[src/rtl/avsdpll_lock_ctrl_if.sv]
// Signal bundle between the avsdpll lock controller and its environment.
// The controller is the slave side: it takes START/DIV_SEL plus the two
// asynchronous PLL observations and returns enables, divider select and status.
interface avsdpll_lock_ctrl_if;
    logic       START;
    logic [3:0] DIV_SEL;
    logic       REF;
    logic       PLL_CLK;
    logic       EN_CP;
    logic       EN_VCO;
    logic [3:0] B;
    logic       LOCK;
    logic       FAIL;
    logic [7:0] MEAS;
    logic [2:0] STATE;

    modport master (
        output START, DIV_SEL, REF, PLL_CLK,
        input  EN_CP, EN_VCO, B, LOCK, FAIL, MEAS, STATE
    );

    modport slave (
        input  START, DIV_SEL, REF, PLL_CLK,
        output EN_CP, EN_VCO, B, LOCK, FAIL, MEAS, STATE
    );
endinterface

[src/rtl/avsdpll_lock_ctrl.sv]
// Bring-up sequencer and lock detector for the avsdpll macro.
// Powers up charge pump then VCO, then counts PLL_CLK rises per REF period
// and declares LOCK (or FAIL on acquisition timeout).
// Optional build macro AVSDPLL_REF_WATCHDOG_EN adds a dead-REF watchdog that
// turns a 4095-cycle REF silence into a bad window.
module avsdpll_lock_ctrl #(
    parameter int CP_SETTLE   = 16,
    parameter int VCO_SETTLE  = 64,
    parameter int TOL         = 1,
    parameter int LOCK_CNT    = 4,
    parameter int UNLOCK_CNT  = 2,
    parameter int ACQ_TIMEOUT = 64
) (
    input  logic                      CLK,
    input  logic                      RST,
    avsdpll_lock_ctrl_if.slave        bus
);

    typedef enum logic [2:0] {
        ST_IDLE    = 3'd0,
        ST_CP_ON   = 3'd1,
        ST_VCO_ON  = 3'd2,
        ST_ACQUIRE = 3'd3,
        ST_LOCKED  = 3'd4,
        ST_FAIL    = 3'd5
    } state_e;

    localparam logic signed [8:0] TOL_S = 9'(TOL);

    state_e      state_q, state_d;
    logic [7:0]  settle_cnt_q, settle_cnt_d;
    logic [7:0]  edge_cnt_q, edge_cnt_d;
    logic [7:0]  good_run_q, good_run_d;
    logic [7:0]  bad_run_q, bad_run_d;
    logic [7:0]  acq_win_q, acq_win_d;
    logic        win_open_q, win_open_d;
    logic [3:0]  b_q, b_d;
    logic [7:0]  meas_q, meas_d;
    logic        lock_q, lock_d;
    logic        fail_q, fail_d;
    logic        en_cp_q, en_cp_d;
    logic        en_vco_q, en_vco_d;
    logic [2:0]  ref_sync_q, ref_sync_d;
    logic [2:0]  pll_sync_q, pll_sync_d;
`ifdef AVSDPLL_REF_WATCHDOG_EN
    logic [11:0] wd_cnt_q, wd_cnt_d;
`endif

    logic               ref_rise_s;
    logic               pll_rise_s;
    logic signed [8:0]  dev_s;
    logic               win_good_s;
    logic               eval_s;
    logic               good_s;
    logic [7:0]         good_next_s;
    logic [7:0]         bad_next_s;
    logic [7:0]         acq_next_s;

    // Rise detection on the synchronized REF/PLL_CLK and the window quality test.
    always_comb begin
        ref_rise_s = ref_sync_q[1] & ~ref_sync_q[2];
        pll_rise_s = pll_sync_q[1] & ~pll_sync_q[2];
        dev_s      = $signed({1'b0, edge_cnt_q}) - $signed({5'd0, b_q});
        win_good_s = (dev_s <= TOL_S) && (dev_s >= -TOL_S);
    end

    // Next-state computation for the sequencer, window counters and outputs.
    always_comb begin
        state_d      = state_q;
        settle_cnt_d = settle_cnt_q;
        edge_cnt_d   = edge_cnt_q;
        good_run_d   = good_run_q;
        bad_run_d    = bad_run_q;
        acq_win_d    = acq_win_q;
        win_open_d   = win_open_q;
        b_d          = b_q;
        meas_d       = meas_q;
        lock_d       = lock_q;
        fail_d       = fail_q;
        en_cp_d      = en_cp_q;
        en_vco_d     = en_vco_q;
        ref_sync_d   = {ref_sync_q[1:0], bus.REF};
        pll_sync_d   = {pll_sync_q[1:0], bus.PLL_CLK};
        eval_s       = 1'b0;
        good_s       = 1'b0;
        good_next_s  = good_run_q + 8'd1;
        bad_next_s   = bad_run_q + 8'd1;
        acq_next_s   = acq_win_q + 8'd1;
`ifdef AVSDPLL_REF_WATCHDOG_EN
        wd_cnt_d     = wd_cnt_q;
`endif

        case (state_q)
            ST_IDLE: begin
                if (bus.START) begin
                    b_d          = bus.DIV_SEL;
                    settle_cnt_d = 8'd0;
                    if (bus.DIV_SEL == 4'd0) begin
                        state_d = ST_FAIL;
                        fail_d  = 1'b1;
                    end else begin
                        state_d = ST_CP_ON;
                        en_cp_d = 1'b1;
                    end
                end else begin
                    state_d = ST_IDLE;
                end
            end

            ST_CP_ON: begin
                if (settle_cnt_q == 8'(CP_SETTLE - 1)) begin
                    state_d      = ST_VCO_ON;
                    en_vco_d     = 1'b1;
                    settle_cnt_d = 8'd0;
                end else begin
                    settle_cnt_d = settle_cnt_q + 8'd1;
                end
            end

            ST_VCO_ON: begin
                if (settle_cnt_q == 8'(VCO_SETTLE - 1)) begin
                    // The counter runs free before the first REF rise, so that
                    // rise only opens a window and the partial count is dropped.
                    state_d      = ST_ACQUIRE;
                    settle_cnt_d = 8'd0;
                    edge_cnt_d   = 8'd0;
                    win_open_d   = 1'b0;
                    good_run_d   = 8'd0;
                    bad_run_d    = 8'd0;
                    acq_win_d    = 8'd0;
`ifdef AVSDPLL_REF_WATCHDOG_EN
                    wd_cnt_d     = 12'd0;
`endif
                end else begin
                    settle_cnt_d = settle_cnt_q + 8'd1;
                end
            end

            ST_ACQUIRE, ST_LOCKED: begin
                // A PLL rise coinciding with the closing REF rise belongs to the new window.
                if (ref_rise_s) begin
                    edge_cnt_d = pll_rise_s ? 8'd1 : 8'd0;
                end else if (pll_rise_s && (edge_cnt_q != 8'd255)) begin
                    edge_cnt_d = edge_cnt_q + 8'd1;
                end else begin
                    edge_cnt_d = edge_cnt_q;
                end

                if (ref_rise_s) begin
                    win_open_d = 1'b1;
                    if (win_open_q) begin
                        eval_s = 1'b1;
                        good_s = win_good_s;
                        meas_d = edge_cnt_q;
                    end else begin
                        eval_s = 1'b0;
                    end
                end else begin
                    win_open_d = win_open_q;
                end

`ifdef AVSDPLL_REF_WATCHDOG_EN
                // REF silence for 4095 cycles is scored as a bad window and
                // restarts the count as if a window had just opened.
                if (ref_rise_s) begin
                    wd_cnt_d = 12'd0;
                end else if (wd_cnt_q == 12'd4095) begin
                    wd_cnt_d   = 12'd0;
                    eval_s     = 1'b1;
                    good_s     = 1'b0;
                    meas_d     = 8'd0;
                    edge_cnt_d = pll_rise_s ? 8'd1 : 8'd0;
                    win_open_d = 1'b1;
                end else begin
                    wd_cnt_d = wd_cnt_q + 12'd1;
                end
`endif

                if (eval_s) begin
                    if (state_q == ST_ACQUIRE) begin
                        acq_win_d = acq_next_s;
                        if (good_s) begin
                            good_run_d = good_next_s;
                        end else begin
                            good_run_d = 8'd0;
                        end
                        if (good_s && (good_next_s == 8'(LOCK_CNT))) begin
                            state_d   = ST_LOCKED;
                            lock_d    = 1'b1;
                            bad_run_d = 8'd0;
                        end else if (acq_next_s == 8'(ACQ_TIMEOUT)) begin
                            state_d  = ST_FAIL;
                            fail_d   = 1'b1;
                            lock_d   = 1'b0;
                            en_cp_d  = 1'b0;
                            en_vco_d = 1'b0;
                        end else begin
                            state_d = ST_ACQUIRE;
                        end
                    end else begin
                        if (good_s) begin
                            bad_run_d = 8'd0;
                        end else if (bad_next_s == 8'(UNLOCK_CNT)) begin
                            // The unlocking event already restarted the edge
                            // count, so the window stays open for reacquisition.
                            state_d    = ST_ACQUIRE;
                            lock_d     = 1'b0;
                            bad_run_d  = 8'd0;
                            good_run_d = 8'd0;
                            acq_win_d  = 8'd0;
                        end else begin
                            bad_run_d = bad_next_s;
                        end
                    end
                end else begin
                    state_d = state_q;
                end
            end

            ST_FAIL: begin
                state_d  = ST_FAIL;
                fail_d   = 1'b1;
                lock_d   = 1'b0;
                en_cp_d  = 1'b0;
                en_vco_d = 1'b0;
            end

            default: begin
                state_d  = ST_IDLE;
                lock_d   = 1'b0;
                fail_d   = 1'b0;
                en_cp_d  = 1'b0;
                en_vco_d = 1'b0;
            end
        endcase

        // Dropping START shuts the PLL down from any state; B and MEAS keep
        // their last values for diagnosis.
        if (!bus.START) begin
            state_d      = ST_IDLE;
            settle_cnt_d = 8'd0;
            edge_cnt_d   = 8'd0;
            good_run_d   = 8'd0;
            bad_run_d    = 8'd0;
            acq_win_d    = 8'd0;
            win_open_d   = 1'b0;
            b_d          = b_q;
            meas_d       = meas_q;
            lock_d       = 1'b0;
            fail_d       = 1'b0;
            en_cp_d      = 1'b0;
            en_vco_d     = 1'b0;
`ifdef AVSDPLL_REF_WATCHDOG_EN
            wd_cnt_d     = 12'd0;
`endif
        end else begin
            state_d = state_d;
        end
    end

    // State, counters, synchronizers and registered outputs.
    always_ff @(posedge CLK or posedge RST) begin
        if (RST) begin
            state_q      <= ST_IDLE;
            settle_cnt_q <= 8'd0;
            edge_cnt_q   <= 8'd0;
            good_run_q   <= 8'd0;
            bad_run_q    <= 8'd0;
            acq_win_q    <= 8'd0;
            win_open_q   <= 1'b0;
            b_q          <= 4'd0;
            meas_q       <= 8'd0;
            lock_q       <= 1'b0;
            fail_q       <= 1'b0;
            en_cp_q      <= 1'b0;
            en_vco_q     <= 1'b0;
            ref_sync_q   <= 3'd0;
            pll_sync_q   <= 3'd0;
`ifdef AVSDPLL_REF_WATCHDOG_EN
            wd_cnt_q     <= 12'd0;
`endif
        end else begin
            state_q      <= state_d;
            settle_cnt_q <= settle_cnt_d;
            edge_cnt_q   <= edge_cnt_d;
            good_run_q   <= good_run_d;
            bad_run_q    <= bad_run_d;
            acq_win_q    <= acq_win_d;
            win_open_q   <= win_open_d;
            b_q          <= b_d;
            meas_q       <= meas_d;
            lock_q       <= lock_d;
            fail_q       <= fail_d;
            en_cp_q      <= en_cp_d;
            en_vco_q     <= en_vco_d;
            ref_sync_q   <= ref_sync_d;
            pll_sync_q   <= pll_sync_d;
`ifdef AVSDPLL_REF_WATCHDOG_EN
            wd_cnt_q     <= wd_cnt_d;
`endif
        end
    end

    assign bus.EN_CP  = en_cp_q;
    assign bus.EN_VCO = en_vco_q;
    assign bus.B      = b_q;
    assign bus.LOCK   = lock_q;
    assign bus.FAIL   = fail_q;
    assign bus.MEAS   = meas_q;
    assign bus.STATE  = state_q;

endmodule

[src/flat_wrapper.sv]
// flat-port wrapper written by rule: the top's interface ports become plain ports
module avsdpll_lock_ctrl_flat 
#(
    parameter int CP_SETTLE   = 16,
    parameter int VCO_SETTLE  = 64,
    parameter int TOL         = 1,
    parameter int LOCK_CNT    = 4,
    parameter int UNLOCK_CNT  = 2,
    parameter int ACQ_TIMEOUT = 64
)
  (CLK, RST, bus_START, bus_DIV_SEL, bus_REF, bus_PLL_CLK, bus_EN_CP, bus_EN_VCO, bus_B, bus_LOCK, bus_FAIL, bus_MEAS, bus_STATE);
  avsdpll_lock_ctrl_if bus_i ();
  input  logic CLK;
  input  logic RST;
  input wire logic [$bits(bus_i.START)-1:0] bus_START;
  input wire logic [$bits(bus_i.DIV_SEL)-1:0] bus_DIV_SEL;
  input wire logic [$bits(bus_i.REF)-1:0] bus_REF;
  input wire logic [$bits(bus_i.PLL_CLK)-1:0] bus_PLL_CLK;
  output wire logic [$bits(bus_i.EN_CP)-1:0] bus_EN_CP;
  output wire logic [$bits(bus_i.EN_VCO)-1:0] bus_EN_VCO;
  output wire logic [$bits(bus_i.B)-1:0] bus_B;
  output wire logic [$bits(bus_i.LOCK)-1:0] bus_LOCK;
  output wire logic [$bits(bus_i.FAIL)-1:0] bus_FAIL;
  output wire logic [$bits(bus_i.MEAS)-1:0] bus_MEAS;
  output wire logic [$bits(bus_i.STATE)-1:0] bus_STATE;
  assign bus_i.START = bus_START;
  assign bus_i.DIV_SEL = bus_DIV_SEL;
  assign bus_i.REF = bus_REF;
  assign bus_i.PLL_CLK = bus_PLL_CLK;
  assign bus_EN_CP = bus_i.EN_CP;
  assign bus_EN_VCO = bus_i.EN_VCO;
  assign bus_B = bus_i.B;
  assign bus_LOCK = bus_i.LOCK;
  assign bus_FAIL = bus_i.FAIL;
  assign bus_MEAS = bus_i.MEAS;
  assign bus_STATE = bus_i.STATE;
  avsdpll_lock_ctrl #(.CP_SETTLE(CP_SETTLE), .VCO_SETTLE(VCO_SETTLE), .TOL(TOL), .LOCK_CNT(LOCK_CNT), .UNLOCK_CNT(UNLOCK_CNT), .ACQ_TIMEOUT(ACQ_TIMEOUT)) u_core (.CLK(CLK), .RST(RST), .bus(bus_i));
endmodule
[config.mk]
export PLATFORM = sky130hd
export DESIGN_NAME = avsdpll_lock_ctrl_flat
export DESIGN_NICKNAME = d
export VERILOG_FILES = /design/src/rtl/avsdpll_lock_ctrl_if.sv /design/src/rtl/avsdpll_lock_ctrl.sv /design/src/flat_wrapper.sv
export SDC_FILE = /design/constraint.sdc
export NUM_CORES = 1
export LEC_CHECK = 0
export CAP_MARGIN = 5
export CORE_UTILIZATION = 52
export CTS_CLUSTER_SIZE = 20
export DETAILED_ROUTE_END_ITERATION = 7
export PLACE_DENSITY_LB_ADDON = 0.12
export SLEW_MARGIN = 20
export SYNTH_ARGS = -nofsm -noshare
export SYNTH_HDL_FRONTEND = slang
export SYNTH_SLANG_ARGS = --single-unit
[constraint.sdc]
create_clock -name CLK -period 3.02 [get_ports CLK]
set_input_delay 0.453 -clock CLK [delete_from_list [all_inputs] [get_ports CLK]]
set_output_delay 0.453 -clock CLK [all_outputs]
set_load 0.02 [all_outputs]
==> impl_metrics.json, run 1 <==
{
  "outcome": "finished, final reports clean",
  "dp_slack_ps": -7.73,
  "netlist_area_um2": 4040,
  "insertion_delay_ps": 350,
  "grt_max_degree": 25,
  "floorplan.initialDensity": 0.548,
  "htree_num_levels": 3,
  "grt_usage": 0.236,
  "endpoint_kind": "flop",
  "crit_path_top_delay_cell": "or4b_4",
  "synth_edf_count": 0,
  "routedWlPerCell_um": 15.6,
  "clock_path_buffers": 2,
  "cts_made_buffers": 9,
  "path_class": "flop to flop",
  "syn_to_final_growth_pct": 18.8,
  "cts_root_buffer": "clkbuf_8",
  "synthFlopType": "dfrtp_1",
  "dp_hpwl_um": 6500,
  "cp.buffers_inverters": 2,
  "grt_antenna_before_repair": 0,
  "power.leakage_nw": 2.13,
  "tightest_slew_ps": 493,
  "drtAntennaViolNets": 0,
  "fill_cells": 604,
  "die_x_um": 90.2,
  "cpPeakStageDelay_ps": 490,
  "vias": 3518,
  "synth-simple-area-share": 0.226,
  "finalCritPeriodShare": 0.975,
  "r2r_start": "u_core.edge_cnt_q[0]$_DFFE_PP0P_",
  "io_buffers": 27,
  "hold_slack_ps": 353,
  "required_ps": 3250,
  "final.min_clock_period_ps": 2950,
  "place_inst": 558,
  "grt_pass1_wl_um": 15600,
  "async_flop_share": 1.00,
  "synth_fa_ha_area_frac": 0.0452,
  "gr-total-overflow": 0,
  "hold-path-cell-count": 0,
  "antennaDiodeCount": 0,
  "yosysWarnings": 0,
  "r2r_end": "u_core.bad_run_q[3]$_DFFE_PP0P_",
  "synth_nets": 448,
  "ys_ff_latch": 66,
  "fp.dieArea_um2": 8130,
  "drc_errors": 0,
  "fin_nets": 500,
  "fin_ws_ps": 74.7,
  "die_h_um": 90.2,
  "holdBufCountCts": 0,
  "setup_violations": 0,
  "maxCapViolations": 0,
  "finClkSkew_ps": 13.6,
  "place_area_um2": 4550,
  "fin_cells": 581,
  "finalHoldViolCount": 0,
  "final_layout_size_suffix_gt1_frac": 0.166,
  "grt_pass1_vias": 3328,
  "min_from": "u_core.ref_sync_q[0]$_DFF_PP0_",
  "path_cells": "inv_1 -> ha_2 -> fa_2 -> nor2b_4 -> nor3_1 -> or4b_4 -> a211o_4 -> a211oi_4 -> buf_4 -> o221ai_1 -> a32o_1",
  "finalPower_mw": 2.74,
  "rows": 31,
  "reg2reg_setup_slack_ps": 70,
  "synth_top_family_by_area": "compound AO/OA/AOI/OAI gates",
  "min_path_type": "flop to flop",
  "finalMaxSlewViolations": 0,
  "cts_sinks": 66,
  "crit_family": "compound AO/OA/AOI/OAI gates",
  "p_per_area_nw_per_um2": 570,
  "cts_tree": "built",
  "io_pins": 28,
  "clock.fmax_mhz": 340,
  "synth-compound-area-share": 0.228,
  "drtIter0Drc": 167,
  "start_kind": "flop",
  "yosys-mux-area-fraction": 0.0396,
  "yosysSeqAreaShare": 0.409,
  "synth_xor_area_frac": 0.0152,
  "drt-total-wl_um": 9080,
  "utilization": 0.651,
  "min_to": "u_core.ref_sync_q[1]$_DFF_PP0_",
  "vias_per_cell": 6.06,
  "slew-limit-headroom": 0.671,
  "ys_types": 72,
  "path_max_fanout": 5,
  "synthCells": 425,
  "clk_pin_slew_ps": 80,
  "vdd_drop_max_mv": 0.392,
  "gp_congestion": 0.827,
  "cp.arrival_ps": 3180,
  "first_pass_iters": 4,
  "stdcell_area_um2": 4800,
  "syn_area_per_cell_um2": 9.51,
  "r2r_cells": 11,
  "core_area_um2": 7370,
  "setup_tns_ps": 0
}
[where the power goes]
group	switching [mW]	internal (mW)	leakage [nW]
Combinational	0.585	0.464	1.16
Clock	0.347	0.316	0.0851
Sequential	0.0622	0.961	0.891
[logic make-up (layout without fill, tap and decap cells)]
family                     after synthesis  in the layout
and+or+nand+nor                        166            166
AOI/OAI and AO/OA                      123            123
DFF                                     66             66
buffers and inverters                   34             91
muxes                                   15             15
adders and majority gates               14             14
xor gates and xnor gates                 7              7
[state kept, by name, summed over array words and instances, names as in the netlist]
| register | cells |
|---|---|
| u_core.bus.EN_CP | 1 |
| u_core.bus.LOCK | 1 |
| u_core.bus.MEAS | 8 |
| u_core.settle_cnt_q | 8 |
| u_core.good_run_q | 8 |
| u_core.bus.B | 4 |
| u_core.edge_cnt_q | 8 |
| u_core.acq_win_q | 8 |
| u_core.bad_run_q | 8 |
| u_core.bus.FAIL | 1 |
| u_core.bus.STATE | 3 |
| u_core.pll_sync_q | 3 |
| u_core.ref_sync_q | 3 |
| u_core.bus.EN_VCO | 1 |
| u_core.win_open_q | 1 |
[cell usage in the layout (no fill, tap or decap), drive strengths merged, types with 4 or more instances in the layout]
cell type      synthesis  routed
dfrtp                 66      66
nand2                 35      35
buf                    7      32
o21ai                 31      31
clkdlybuf4s50          0      27
nor2                  22      22
nand3                 19      19
inv                   16      16
and3                  15      15
nor2b                 15      15
a22o                  13      13
ha                    13      13
clkbuf                11      11
a21oi                 10      10
nor3                  10      10
nand4                  9       9
o221ai                 9       9
mux2                   8       8
and2                   8       8
nand2b                 7       7
mux2i                  7       7
xor2                   6       6
a31oi                  6       6
o31ai                  6       6
a21o                   5       5
a21boi                 5       5
o211ai                 4       4
a32o                   4       4
nor4                   4       4
a211oi                 4       4
[layout make-up]
| type | instances | area (µm²) | share of cell area |
|---|---|---|---|
| multi-input cells | 325 | 2280 | 0.475 |
| flip-flops and latches | 66 | 1650 | 0.344 |
| clock buffers | 11 | 141 | 0.0295 |
| repair buffers | 59 | 514 | 0.107 |
| inverters | 16 | 60.1 | 0.0125 |
| well taps | 99 | 124 | 0.0258 |
| clock inverters | 5 | 30.0 | 0.00625 |
[cell usage after synthesis (3+ instances only)]
library cell,count,share of area
dfrtp_1,66,0.41
nand2b_1,7,0.011
a31oi_1,5,0.0077
nand4_1,9,0.014
mux2_2,8,0.022
nand2_1,34,0.032
inv_1,16,0.015
a32o_1,4,0.0099
nor4_1,4,0.0062
nor3_1,10,0.012
o31ai_1,5,0.0093
o211a_1,3,0.0074
nor3b_1,3,0.0056
a22o_1,13,0.028
xor2_1,6,0.013
o22ai_1,3,0.0046
o211ai_1,4,0.0074
and3_1,15,0.023
nor2b_1,15,0.023
o221ai_1,9,0.020
clkbuf_1,11,0.010
a21o_1,5,0.0093
buf_2,3,0.0037
o2111ai_1,3,0.0065
or3_1,3,0.0046
a21boi_1,3,0.0056
mux2i_1,7,0.017
nand3_1,19,0.024
ha_1,13,0.040
a211oi_1,3,0.0056
a21oi_1,10,0.012
o21ai_0,29,0.036
nor2_1,22,0.020
and3b_1,3,0.0065
and2_1,7,0.011
[worst reg2reg max path: stages (launching register included)]
cell and delay [ps]:
dfrtp_1 350, inv_1 70, ha_2 170, fa_2 360, nor2b_4 130, nor3_1 50, or4b_4 490, a211o_4 390
a211oi_4 290, buf_4 190, o221ai_1 110, a32o_1 220
[worst max path at each step]
stage / cells after the start / slack [ps] / endpoint / from
6_report: 11 / 70 / u_core.bad_run_q[3]$_DFFE_PP0P_ / u_core.edge_cnt_q[0]$_DFFE_PP0P_
5_1_grt: 11 / -30 / u_core.bad_run_q[3]$_DFFE_PP0P_ / u_core.edge_cnt_q[0]$_DFFE_PP0P_
4_1_cts: 10 / 3 / u_core.bad_run_q[5]$_DFFE_PP0P_ / u_core.bus.B[0]$_DFFE_PP0P_
3_5_place_dp: 10 / -8 / u_core.bad_run_q[5]$_DFFE_PP0P_ / u_core.bus.B[0]$_DFFE_PP0P_
3_3_place_gp: 10 / 80 / u_core.bad_run_q[4]$_DFFE_PP0P_ / u_core.bus.B[0]$_DFFE_PP0P_
2_1_floorplan: 11 / 20 / u_core.bad_run_q[5]$_DFFE_PP0P_ / u_core.edge_cnt_q[0]$_DFFE_PP0P_
[what timing repair did]
action,CTS,global route
pin swaps,0,8
gates cloned,0,1
setup buffers,1,5
endpoints found under the setup margin,2,14
resized for setup,1,8
[routing by layer]
metal | global-route usage | up-vias | wire, µm
met2 | 0.365 | 82 | 4210
met4 | 0.0887 | 0 | 151
met3 | 0.0381 | 14 | 407
met1 | 0.334 | 1724 | 4310
li1 | - | 1698 | -
met5 | 0 | - | 0
Note: power is estimated with default switching activity, not from simulation.
==> inputs of run 2 (changes only) <==
--- a/config.mk
+++ b/config.mk
@@ -9,7 +9,7 @@
 export CORE_UTILIZATION = 52
 export CTS_CLUSTER_SIZE = 20
 export DETAILED_ROUTE_END_ITERATION = 7
-export PLACE_DENSITY_LB_ADDON = 0.12
+export PLACE_DENSITY = 0.73
 export SLEW_MARGIN = 20
 export SYNTH_ARGS = -nofsm -noshare
 export SYNTH_HDL_FRONTEND = slang
==> run 2 against run 1 <==
Effect of this change:
- sequential share of layout area shrank 0.20 points
- sequential power about the same
- highest routed layer unchanged
- fmax grew 0.22%
- clock-buffer cell count rose by 3
- via count decreased by 0.94%
==> impl_metrics.json, run 2 (synthesized netlist as in run 1, its figures left out) <==
{
  "outcome": "finished, final reports clean",
  "gp_congestion": 0.847,
  "layout_commonest_cell": "dfrtp_1",
  "finClkSkew_ps": 8.30,
  "cp.arrival_ps": 3160,
  "required_ps": 3240,
  "p_per_area_nw_per_um2": 587,
  "reg2reg_setup_slack_ps": 80,
  "grt_max_degree": 38,
  "cts_sinks": 66,
  "die_h_um": 90.2,
  "power.leakage_nw": 2.15,
  "crit_end": "u_core.bad_run_q[6]$_DFFE_PP0P_",
  "r2r_start": "u_core.bus.B[0]$_DFFE_PP0P_",
  "insertion_delay_ps": 340,
  "r2r_cells": 10,
  "fin_nets": 497,
  "finalMaxSlewViolations": 0,
  "hold-path-cell-count": 0,
  "vdd_drop_max_mv": 0.411,
  "slew-limit-headroom": 0.521,
  "dp_hpwl_um": 6650,
  "first_pass_iters": 5,
  "maxCapViolations": 0,
  "finalHoldViolCount": 0,
  "setup_violations": 0,
  "grt_usage": 0.238,
  "cts_root_buffer": "clkbuf_8",
  "gr-total-overflow": 0,
  "grt_antenna_before_repair": 0,
  "drtAntennaViolNets": 0,
  "cts_tree": "built",
  "path_class": "flop to flop",
  "drtIter0Drc": 253,
  "crit_start": "u_core.bus.B[0]$_DFFE_PP0P_",
  "endpoint_kind": "flop",
  "drc_errors": 0,
  "path_max_fanout": 6,
  "place_area_um2": 4550,
  "clock_path_buffers": 2,
  "drt-total-wl_um": 9360,
  "antennaDiodeCount": 0,
  "crit_path_top_delay_cell": "or4b_4",
  "cpPeakStageDelay_ps": 490,
  "routedWlPerCell_um": 16.2,
  "syn_to_final_growth_pct": 19.5,
  "min_path_type": "flop to flop",
  "path_cells": "ha_2 -> fa_2 -> nor2b_4 -> nor3_1 -> or4b_4 -> a211o_4 -> a211oi_4 -> buf_6 -> o221ai_1 -> a22o_1",
  "start_kind": "flop",
  "vias": 3485,
  "final_layout_size_suffix_gt1_frac": 0.154,
  "r2r_end": "u_core.bad_run_q[6]$_DFFE_PP0P_",
  "fin_ws_ps": 81.2,
  "layout_common_cells": "65 x dfrtp_1, 34 x nand2_1, 29 x o21ai_0",
  "floorplan.initialDensity": 0.548,
  "io_buffers": 27,
  "die_x_um": 90.2,
  "dp_slack_ps": 5.98,
  "holdBufCountCts": 0,
  "finalCritPeriodShare": 0.973,
  "final.min_clock_period_ps": 2940,
  "rsz0062_at_grt": "true",
  "hold_slack_ps": 354,
  "grt_pass1_vias": 3288,
  "core_area_um2": 7370,
  "io_pins": 28,
  "rows": 31,
  "clk_pin_slew_ps": 70,
  "vias_per_cell": 6.03,
  "cts_made_buffers": 9,
  "grt_pass1_wl_um": 15800,
  "clock.fmax_mhz": 340,
  "stdcell_area_um2": 4830,
  "tightest_slew_ps": 711,
  "fp.dieArea_um2": 8130,
  "htree_num_levels": 3
}
-- run 2: cell count changes in the layout (fill, tap and decap cells not counted), moves of 2 or more --
cell	before	now
clkbuf_8	10	12
buf_4	31	27
clkinvlp_4	2	0
clkinv_2	3	1
-- run 2: how the worst min path moves through the flow --
stage | from | end | slack (ps)
floorplan | u_core.pll_sync_q[0]$_DFF_PP0_ | u_core.pll_sync_q[1]$_DFF_PP0_ | 330
global placement | u_core.ref_sync_q[0]$_DFF_PP0_ | u_core.ref_sync_q[1]$_DFF_PP0_ | 340
detailed placement | u_core.ref_sync_q[0]$_DFF_PP0_ | u_core.ref_sync_q[1]$_DFF_PP0_ | 340
CTS | u_core.pll_sync_q[0]$_DFF_PP0_ | u_core.pll_sync_q[1]$_DFF_PP0_ | 350
global route | u_core.pll_sync_q[0]$_DFF_PP0_ | u_core.pll_sync_q[1]$_DFF_PP0_ | 350
finish | u_core.ref_sync_q[0]$_DFF_PP0_ | u_core.ref_sync_q[1]$_DFF_PP0_ | 350
-- run 2: critical path, delay by kind of cell (launching register included) --
family                   cells  cell delay, ps
AO/OA/AOI/OAI                4            1020
adder cells (fa/ha/maj)      2             560
buffers and inverters        1             160
flip-flops                   1             420
AND/OR/NAND/NOR              3             670
-- run 2: routing by layer --
layer,wire length [µm],GRT usage,share of wire,up-vias
met5,0,0,0,-
met4,82,0.0605,0.0088,0
met3,347,0.0465,0.037,8
met2,4460,0.397,0.48,69
met1,4460,0.319,0.48,1707
li1,-,-,-,1701
-- run 2: power breakdown --
part | switching, mW | internal (mW) | leakage (nW) | total [mW]
combinational | 0.582 | 0.449 | 1.15 | 1.03
clock | 0.330 | 0.449 | 0.107 | 0.780
sequential | 0.0631 | 0.961 | 0.891 | 1.02
total | 0.976 | 1.86 | 2.15 | 2.84
-- run 2: repair_timing --
action                                 4_1_cts  5_1_grt
pin swaps                                    0        8
gates resized for setup                      1        6
setup endpoints to repair                    1       16
endpoints found under the hold margin        0        0
setup buffers                                0        4
cloned                                       0        1
-- run 2: layout make-up --
class	instances	area, µm²
Clock buffer	14	173
Clock inverter	2	35.0
Fill cell	628	2540
Inverter	16	60.1
Multi-Input combinational cell	325	2280
Sequential cell	66	1650
Tap cell	99	124
Timing Repair Buffer	56	504
-- run 2: metrics by stage --
step           utilization  instances  power (mW)  setup TNS (ps)
6_report             0.655        578        2.84               0
5_1_grt              0.655        578        3.00           -13.2
4_1_cts              0.646        573        2.81               0
3_5_place_dp         0.618        557        2.02               0
3_3_place_gp         0.618        557        1.98               0
2_1_floorplan            -        425        1.68               0
